[src/rtl/conv_frame_ctrl.sv]
// Frame-level sequencer for the greyscale -> 3x3 convolution -> abs datapath.
// Counts raster pixels, gates the convolution strobe, flags interior windows
// and delays window centres so they line up with the abs result.
module conv_frame_ctrl #(
    parameter int IMG_W    = 640,
    parameter int IMG_H    = 480,
    parameter int PIPE_LAT = 3,
    parameter int CNT_W    = 10
) (
    input  logic             clk,
    input  logic             rst_n,
    input  logic             frame_start_req,
    input  logic [1:0]       mode_in,
    input  logic             pix_valid_in,
    input  logic             err_clr,
    output logic             conv_start,
    output logic [1:0]       kernel_sel,
    output logic             win_valid,
    output logic             out_valid,
    output logic [CNT_W-1:0] out_x,
    output logic [CNT_W-1:0] out_y,
    output logic             busy,
    output logic             frame_done,
    output logic             err_sticky
);

    localparam int DC_W = (PIPE_LAT > 1) ? $clog2(PIPE_LAT) : 1;

    typedef enum logic [1:0] {
        S_IDLE,
        S_RUN,
        S_DRAIN,
        S_DONE
    } state_t;

    state_t            state_q, state_d;
    logic [CNT_W-1:0]  x_q, y_q;
    logic [DC_W-1:0]   dcnt_q;
    logic              last_col, last_row, last_pix, accept_req, err_set;

    logic              pv_q [PIPE_LAT];
    logic [CNT_W-1:0]  px_q [PIPE_LAT];
    logic [CNT_W-1:0]  py_q [PIPE_LAT];

    assign accept_req = (state_q == S_IDLE) & frame_start_req;
    assign conv_start = (state_q == S_RUN) & pix_valid_in;
    assign last_col   = (x_q == CNT_W'(IMG_W - 1));
    assign last_row   = (y_q == CNT_W'(IMG_H - 1));
    assign last_pix   = conv_start & last_col & last_row;
    assign win_valid  = conv_start & (x_q >= CNT_W'(2)) & (y_q >= CNT_W'(2));
    assign busy       = (state_q == S_RUN) | (state_q == S_DRAIN);
    assign frame_done = (state_q == S_DONE);

    assign out_valid  = pv_q[PIPE_LAT-1];
    assign out_x      = px_q[PIPE_LAT-1];
    assign out_y      = py_q[PIPE_LAT-1];

    // Protocol violations: pixels outside RUN, requests while a frame is active
    assign err_set = (pix_valid_in & (state_q != S_RUN))
                   | (frame_start_req & busy);

    // State register
    always_ff @(posedge clk or negedge rst_n) begin
        if (!rst_n) state_q <= S_IDLE;
        else        state_q <= state_d;
    end

    // Next-state logic
    always_comb begin
        state_d = state_q;
        case (state_q)
            S_IDLE:  if (frame_start_req) state_d = S_RUN;
            S_RUN:   if (last_pix) state_d = S_DRAIN;
            S_DRAIN: if (dcnt_q == '0) state_d = S_DONE;
            S_DONE:  state_d = S_IDLE;
            default: state_d = S_IDLE;
        endcase
    end

    // Raster x/y counters, advanced by each accepted pixel
    always_ff @(posedge clk or negedge rst_n) begin
        if (!rst_n) begin
            x_q <= '0;
            y_q <= '0;
        end else if (accept_req) begin
            x_q <= '0;
            y_q <= '0;
        end else if (conv_start) begin
            if (last_col) begin
                x_q <= '0;
                y_q <= last_row ? '0 : y_q + CNT_W'(1);
            end else begin
                x_q <= x_q + CNT_W'(1);
            end
        end
    end

    // Kernel mode latched once per frame; mode 3 folds onto identity
    always_ff @(posedge clk or negedge rst_n) begin
        if (!rst_n)          kernel_sel <= '0;
        else if (accept_req) kernel_sel <= (mode_in == 2'd3) ? 2'd2 : mode_in;
    end

    // Drain down-counter covering the shadow pipe latency
    always_ff @(posedge clk or negedge rst_n) begin
        if (!rst_n)
            dcnt_q <= '0;
        else if (last_pix)
            dcnt_q <= DC_W'(PIPE_LAT - 1);
        else if ((state_q == S_DRAIN) && (dcnt_q != '0))
            dcnt_q <= dcnt_q - DC_W'(1);
    end

    // Shadow pipe: valid shifts every cycle, coordinates follow only valid
    // entries so the output coordinates hold between windows
    always_ff @(posedge clk or negedge rst_n) begin
        if (!rst_n) begin
            for (int unsigned i = 0; i < PIPE_LAT; i++) begin
                pv_q[i] <= 1'b0;
                px_q[i] <= '0;
                py_q[i] <= '0;
            end
        end else begin
            pv_q[0] <= win_valid;
            if (win_valid) begin
                px_q[0] <= x_q - CNT_W'(1);
                py_q[0] <= y_q - CNT_W'(1);
            end
            for (int unsigned i = 1; i < PIPE_LAT; i++) begin
                pv_q[i] <= pv_q[i-1];
                if (pv_q[i-1]) begin
                    px_q[i] <= px_q[i-1];
                    py_q[i] <= py_q[i-1];
                end
            end
        end
    end

    // Sticky protocol error; a new violation wins over a clear
    always_ff @(posedge clk or negedge rst_n) begin
        if (!rst_n)       err_sticky <= 1'b0;
        else if (err_set) err_sticky <= 1'b1;
        else if (err_clr) err_sticky <= 1'b0;
    end

endmodule

[config.mk]
export PLATFORM = sky130hd
export DESIGN_NAME = conv_frame_ctrl
export DESIGN_NICKNAME = d
export VERILOG_FILES = /design/src/rtl/conv_frame_ctrl.sv
export SDC_FILE = /design/constraint.sdc
export NUM_CORES = 1
export LEC_CHECK = 0
export BUFFER_PORTS_ARGS = -buffer_cell sky130_fd_sc_hd__buf_2
export CAP_MARGIN = 15
export CORE_MARGIN = 5
export CORE_UTILIZATION = 55
export CTS_CLUSTER_SIZE = 30
export DETAILED_ROUTE_END_ITERATION = 8
export HOLD_SLACK_MARGIN = 0.15
export PLACE_DENSITY_LB_ADDON = 0.05
export SYNTH_ARGS = -nofsm -noshare
export SYNTH_HDL_FRONTEND = slang
export SYNTH_SLANG_ARGS = --single-unit
export TNS_END_PERCENT = 30
[constraint.sdc]
create_clock -name clk -period 6.9 [get_ports clk]
set_clock_uncertainty 0.15 [all_clocks]
set_input_delay 0.69 -clock clk [delete_from_list [all_inputs] [get_ports clk]]
set_output_delay 0.69 -clock clk [all_outputs]
set_load 0.01 [all_outputs]
==> implementation parameters, run 1 <==
Parameter                              Value

Clock tree
  Clock tree sinks ... 90
  H-tree levels ... 3
  CTS tree ... built
  Hold buffers post-CTS ... 1
  Deepest clock path buffer count ... 2
  Post-cts sizing count ... 0
  Root cell of the clock tree ... clkbuf_8
  Number of CTS-inserted buffers ... 9
  Insertion delay to the later sink of the worst-skew pair ... between 0.3 and 0.4 ns
  Total setup buffers inserted after CTS ... 0
  Clock slew at the register clock pins of the worst setup and hold paths ... 0.09 ns

Synthesis
  Async set-or-reset flop fraction in the synthesized netlist ... 1.00
  Synth Flop Type ... dfrtp_1
  Warning count from the yosys run ... 0
  Syn Nets ... 392
  EDFF count, synth ... 0
  Total of flip-flops plus latches after synthesis ... 90
  Synthesized area divided by synthesized cell count ... between 10 and 15 µm²
  Cells after synthesis ... 373
  Netlist cell types ... 43
  Cell area after technology mapping ... 4340 µm²
  Part of the Yosys area used for sequential elements ... 0.519

Pwr
  Worst-case vdd ir drop ... 0.144 mV
  Power, Total ... ~1.1 mW
  PwrDens ... 229 nW/µm²
  Leakage power ... 2.35 nW

Global routing
  Number of global-route vias before repair ... 2735
  Final global-route overflow total ... 0
  Aggregate global-route resource usage ... 0.164
  Antenna violations before repair ... 0
  Largest net degree at the start of global routing ... between 70 and 80
  Global-route wire length before repair ... ~13000 µm

Status
  Result of the run ... completed

Routing
  Vias after detailed routing ... 2666
  Violation count after the first detailed-routing iteration ... 75
  Antenna viol nets, final ... 0
  Post-detailed-routing wire length ... 7280 µm
  # DRC ... 0
  Vias per std cell ... 5.46
  WL per Instance ... 14.9 µm
  Drt first pass iters ... 4

Setup path
  RR Startpoint ... state_q[1]
  Sum of buffers and inverters on the critical path ... 3
  Reg-to-reg critical path endpoint ... y_q[9]
  Category of cells accounting for the largest share of critical-path delay ... buffers and inverters
  Critical Path, Cell by Cell ... inv_1 -> ha_1 -> nor3_1 -> nand4_1 -> and3_1 -> buf_4 -> buf_2
  Arrival time of data at the critical path endpoint ... 2.07 ns
  Sort of element at the start of the critical path ... flop
  CP peak stage delay ... 0.47 ns
  Category of the worst setup path capture point ... output port
  Crit path kind ... flop to output port
  Worst reg-to-reg path cell count ... 6
  Library cell contributing the largest single delay on the critical path ... dfrtp_1
  Max FO, Critical Path ... 22
  Worst reg-to-reg setup slack ... 4.25 ns
  Data required, critical path ... 6.06 ns

Layout
  Relative area change from synthesis to final layout ... 7.24%
  Most common cell after layout, fill and taps aside ... dfrtp_1
  Nets@finish ... 400
  Fraction of layout cells with a size suffix above 1 ... 0.301
  Post-Route Utilization ... 0.605
  Commonest cells after routing, fill and taps aside ... 90 x dfrtp_1, 59 x mux2_2, 33 x buf_2
  Number of filler instances in the final layout ... 675
  Number of antenna repair diodes ... 0

Timing
  RSZ-0062 raised after global routing ... false
  Headroom to the max-slew limit ... 0.413
  Finish-stage setup viols ... 0
  Final period util ... 0.422
  Upper clock frequency limit ... 343 MHz
  Min cycle time layout ... 2.91 ns
  Slew Viols, Final ... 0
  Hold Violations, Final ... 0
  Transition at the pin with the smallest max-transition slack ... 0.880 ns
  Post-Route Setup TNS ... 0 ns

Placement
  Dpl hpwl ... ~4900 µm
  Final Wtd Congestion ... 0.809
  Count of input and output buffers ... 34

Floorplan
  Effective utilization at floorplan ... 0.564
  I/O pin count ... 35
  Floorplan die area ... 9760 µm²
  Horizontal extent of the die ... between 90 and 100 µm
  Die Span Y ... 98.8 µm
  Standard cell core area ... between 7000 and 8000 µm²
  Std cell rows ... 32

Worst hold path
  Hold path endpoint ... kernel_sel[0]
  Worst Min Path Start ... kernel_sel[0]
  Worst hold path stage count ... 2
  Class of the most critical hold timing path ... flop to flop

Flow run
  Number of max-cap violations ... 0
==> worst max path at each step <==
stage                       from        end  slack (ns)  cells past startpoint
floorplan             state_q[1]  win_valid        4.50                      6
global placement    pix_valid_in     y_q[9]        4.29                      5
detailed placement  pix_valid_in     y_q[9]        4.23                      5
CTS                       y_q[0]  win_valid        3.96                      7
global route              x_q[2]  win_valid        3.71                      5
finish                    y_q[0]  win_valid        3.99                      7
==> tightest hold or removal path, delay by kind of cell (launching register included) <==
kind / cells / cell delay [ns]
DFF: 1 / 0.35
and+or+nand+nor: 2 / 0.10
==> routing by layer <==
layer / track usage / wire length (µm)
met5: 0 / 0
met4: 0.0567 / 89
met3: 0.0347 / 318
met2: 0.243 / 3190
met1: 0.241 / 3690
==> cell usage after synthesis, types with 3 or more instances <==
master | count | share of area
a21oi_1 | 13 | 0.015
and3_1 | 4 | 0.0058
and4_1 | 3 | 0.0061
buf_4 | 20 | 0.035
clkbuf_1 | 17 | 0.015
dfrtp_1 | 90 | 0.52
ha_1 | 12 | 0.035
inv_1 | 15 | 0.013
mux2_2 | 59 | 0.15
mux2i_1 | 3 | 0.0069
nand2_1 | 26 | 0.023
nand3_1 | 10 | 0.012
nand4_1 | 4 | 0.0058
nor2_1 | 17 | 0.015
nor3_1 | 8 | 0.0092
nor4_1 | 3 | 0.0043
nor4b_1 | 3 | 0.0061
o21ai_0 | 5 | 0.0058
o31ai_1 | 3 | 0.0052
or4_1 | 6 | 0.010
xnor2_1 | 15 | 0.030
xor2_1 | 8 | 0.016
==> metrics by stage <==
stage	instance area, µm²	instances	hold slack [ns]	setup slack, ns
floorplan	4340	373	0.220	4.50
global placement	4420	471	0.303	4.29
detailed placement	4420	471	0.309	4.23
CTS	4650	488	0.331	3.96
global route	4650	488	0.359	3.71
finish	4650	488	0.325	3.99
==> flip-flops by register name, summed over array words and instances, names as in the netlist <==
signal	flops
dcnt_q	2
py_q	20
kernel_sel	2
px_q	20
x_q	10
pv_q	2
y_q	10
state_q	2
out_valid	1
out_y	10
err_sticky	1
out_x	10
==> report_power, final <==
group / switching, mW / leakage [nW] / total (mW) / internal, mW
clock: 0.194 / 0.114 / 0.401 / 0.207
sequential: 0.0322 / 1.21 / 0.573 / 0.541
combinational: 0.0517 / 1.02 / 0.0921 / 0.0404
total: 0.278 / 2.35 / 1.07 / 0.789
==> cells by family (layout without fill, tap and decap cells) <==
| logic type | count (synthesis) | in the layout | synth area share |
|---|---|---|---|
| compound gates | 31 | 31 | 0.0462 |
| xor+xnor | 23 | 23 | 0.0465 |
| simple gates | 100 | 100 | 0.126 |
| mux | 62 | 62 | 0.160 |
| buf+inv | 55 | 68 | 0.0672 |
| flops | 90 | 90 | 0.519 |
| fa+ha+maj | 12 | 12 | 0.0346 |
==> layout make-up <==
class	count	area, µm²	share of cell area
Clock buffer	9	124	0.0266
Clock inverter	7	100	0.0215
Sequential cell	90	2250	0.484
Timing Repair Buffer	37	198	0.0425
Inverter	15	56.3	0.0121
Tap cell	102	128	0.0274
Multi-Input combinational cell	228	1790	0.385
Power figures use the tool's default switching activity.
==> run 2, diff against run 1 <==
==> constraint.sdc (replaced) <==
create_clock -name clk -period 3 [get_ports clk]
set_clock_uncertainty 0.15 [all_clocks]
set_input_delay 0.3 -clock clk [delete_from_list [all_inputs] [get_ports clk]]
set_output_delay 0.3 -clock clk [all_outputs]
set_load 0.01 [all_outputs]
==> run 2 against run 1 <==
Against the previous run:
- clock-buffer cell count rose by 1
- combinational power increased to 2.5 times the previous value
- first-iteration DRC count is 21% higher
- highest routed layer unchanged
==> implementation parameters, run 2 (synthesis results as in run 1) <==
Parameter                              Value

Timing
  Post-Route Setup TNS ... 0 ns
  Transition at the pin with the smallest max-transition slack ... 0.852 ns
  Upper clock frequency limit ... 380 MHz
  RSZ-0062 raised after global routing ... false
  Hold Violations, Final ... 0
  Finish-stage setup viols ... 0
  Worst-case hold slack ... 0.203 ns
  Headroom to the max-slew limit ... 0.432
  Min cycle time layout ... 2.63 ns
  Final period util ... 0.876
  Slew Viols, Final ... 0

Routing
  # DRC ... 0
  Violation count after the first detailed-routing iteration ... 91
  Vias per std cell ... about 5.4
  WL per Instance ... 15.0 µm
  Antenna viol nets, final ... 0
  Vias after detailed routing ... about 2700
  Post-detailed-routing wire length ... 7390 µm
  Drt first pass iters ... 4

Worst hold path
  Class of the most critical hold timing path ... primary input to flop
  Hold path endpoint ... x_q[1]
  Worst hold path stage count ... 4
  Worst Min Path Start ... pix_valid_in

Setup path
  Arrival time of data at the critical path endpoint ... between 2 and 3 ns
  Category of the worst setup path capture point ... flop
  Worst reg-to-reg path cell count ... 4
  Sort of element at the start of the critical path ... flop
  Stages on worst setup path ... 4
  Library cell contributing the largest single delay on the critical path ... or4_1
  Sum of buffers and inverters on the critical path ... 0
  Category of cells accounting for the largest share of critical-path delay ... simple AND/OR/NAND/NOR gates
  Reg-to-reg critical path endpoint ... y_q[9]
  Crit path kind ... flop to flop
  Cell seen most often among critical-path stages ... or4_1
  Worst reg-to-reg setup slack ... ~0.37 ns
  CP peak stage delay ... 0.77 ns
  Max FO, Critical Path ... 17
  Critical Path, Cell by Cell ... or3b_4 -> or4_1 -> or4_1 -> a21oi_1
  RR Startpoint ... x_q[7]
  Data required, critical path ... approximately 3.1 ns

Pwr
  Combinational share of power ... 0.101
  PwrDens ... 494 nW/µm²
  Cell internal power dissipation ... 1.66 mW
  Worst-case vdd ir drop ... 0.230 mV
  Switching share of power ... 0.281
  Leakage power ... 2.34 nW
  Clock power frac ... 0.328
  Sequential cell fraction of total power ... 0.571
  Net switching power ... 0.650 mW

Clock tree
  Total setup buffers inserted after CTS ... 0
  Root cell of the clock tree ... clkbuf_8
  Clock tree sinks ... 90
  Number of CTS-inserted buffers ... 9
  Insertion delay to the later sink of the worst-skew pair ... 0.36 ns
  CTS tree ... built
  Deepest clock path buffer count ... 2
  Clock slew at the register clock pins of the worst setup and hold paths ... roughly 0.090 ns
  H-tree levels ... 3

Floorplan
  Standard cell core area ... 7690 µm²
  Floorplan die area ... 9760 µm²
  Std cell rows ... 32
  Horizontal extent of the die ... 98.8 µm
  I/O pin count ... 35
  Die Span Y ... 98.8 µm
  Effective utilization at floorplan ... 0.564

Global routing
  Aggregate global-route resource usage ... 0.163
  Final global-route overflow total ... 0
  Antenna violations before repair ... 0
  Global-route wire length before repair ... 12900 µm
  Largest net degree at the start of global routing ... 50
  Number of global-route vias before repair ... between 2000 and 3000

Placement
  Final Wtd Congestion ... 0.776
  Dpl hpwl ... 5110 µm
  Number of cells after detailed placement ... 473
  Count of input and output buffers ... 34

Layout
  Largest registers ... px_q (20), py_q (20)
  Number of filler instances in the final layout ... about 660
  Nets@finish ... about 410
  Commonest cells after routing, fill and taps aside ... 90 x dfrtp_1, 59 x mux2_2, 33 x buf_2
  Number of antenna repair diodes ... 0
  Fraction of layout cells with a size suffix above 1 ... 0.301
  Post-Route Utilization ... 0.608
  Relative area change from synthesis to final layout ... 7.73%
  Most common cell after layout, fill and taps aside ... dfrtp_1
  Number of standard cells in the layout, taps in and fillers out ... 494

Status
  Result of the run ... completed

Flow run
  Number of max-cap violations ... 0
[run 2: cell types whose count changed in the layout (fill, tap and decap cells not counted), sizes merged]
cell,previous run,this run
dlygate4sd3,1,5
clkbuf,9,10
bufinv,2,0
clkinv,3,1
buf,36,38
clkinvlp,0,3
[run 2: area by class of cell]
cell class / instances / area, µm² / share of cell area
inverters: 15 / 56.3 / 0.0121
clock buffers: 10 / 128 / 0.0273
well taps: 102 / 128 / 0.0273
clock inverters: 6 / 48.8 / 0.0104
flip-flops and latches: 90 / 2250 / 0.482
multi-input cells: 228 / 1790 / 0.384
repair buffers: 43 / 265 / 0.0568
[run 2: routing by layer]
layer  GRT usage  share of wire
met1       0.236           0.52
met2       0.242           0.43
met3      0.0396          0.041
met4      0.0504          0.010
met5           0              0
[run 2: metrics by stage]
stage / area, µm² / setup slack (ns) / total power, mW
after floorplan: 4340 / 0.649 / 1.48
after global placement: 4440 / 0.442 / 1.57
after detailed placement: 4440 / 0.402 / 1.57
after CTS: 4670 / 0.0239 / 2.33
after global routing: 4670 / 0.182 / 2.43
final: 4670 / 0.371 / 2.31
[run 2: what timing repair did]
item / CTS / global route
endpoints found under the setup margin: 0 / 1
hold buffers: 5 / 0
hold endpoints to repair: 44 / 0
resized for setup: 0 / 1
[run 2: worst min-delay path: cells and delay by family]
| kind | cells | cell delay (ns) |
|---|---|---|
| buffers and inverters | 1 | 0.10 |
| AO/OA/AOI/OAI | 1 | 0.06 |
| AND/OR/NAND/NOR | 2 | 0.20 |
[run 2: worst max-delay path by stage]
stage | startpoint | endpoint | slack (ns)
after floorplan | x_q[7] | y_q[9] | 0.65
after global placement | x_q[7] | y_q[9] | 0.44
after detailed placement | x_q[7] | y_q[9] | 0.40
after CTS | state_q[1] | win_valid | 0.02
after global routing | state_q[1] | y_q[9] | 0.18
final | x_q[7] | y_q[9] | 0.37
[run 2: power by group through the flow]
stage	Sequential [mW]	Clock, mW	Combinational [mW]
6_report	1.32	0.757	0.233
5_1_grt	1.33	0.837	0.264
4_1_cts	1.32	0.776	0.236
3_5_place_dp	1.34	0	0.230
3_3_place_gp	1.34	0	0.227
2_1_floorplan	1.29	0	0.188
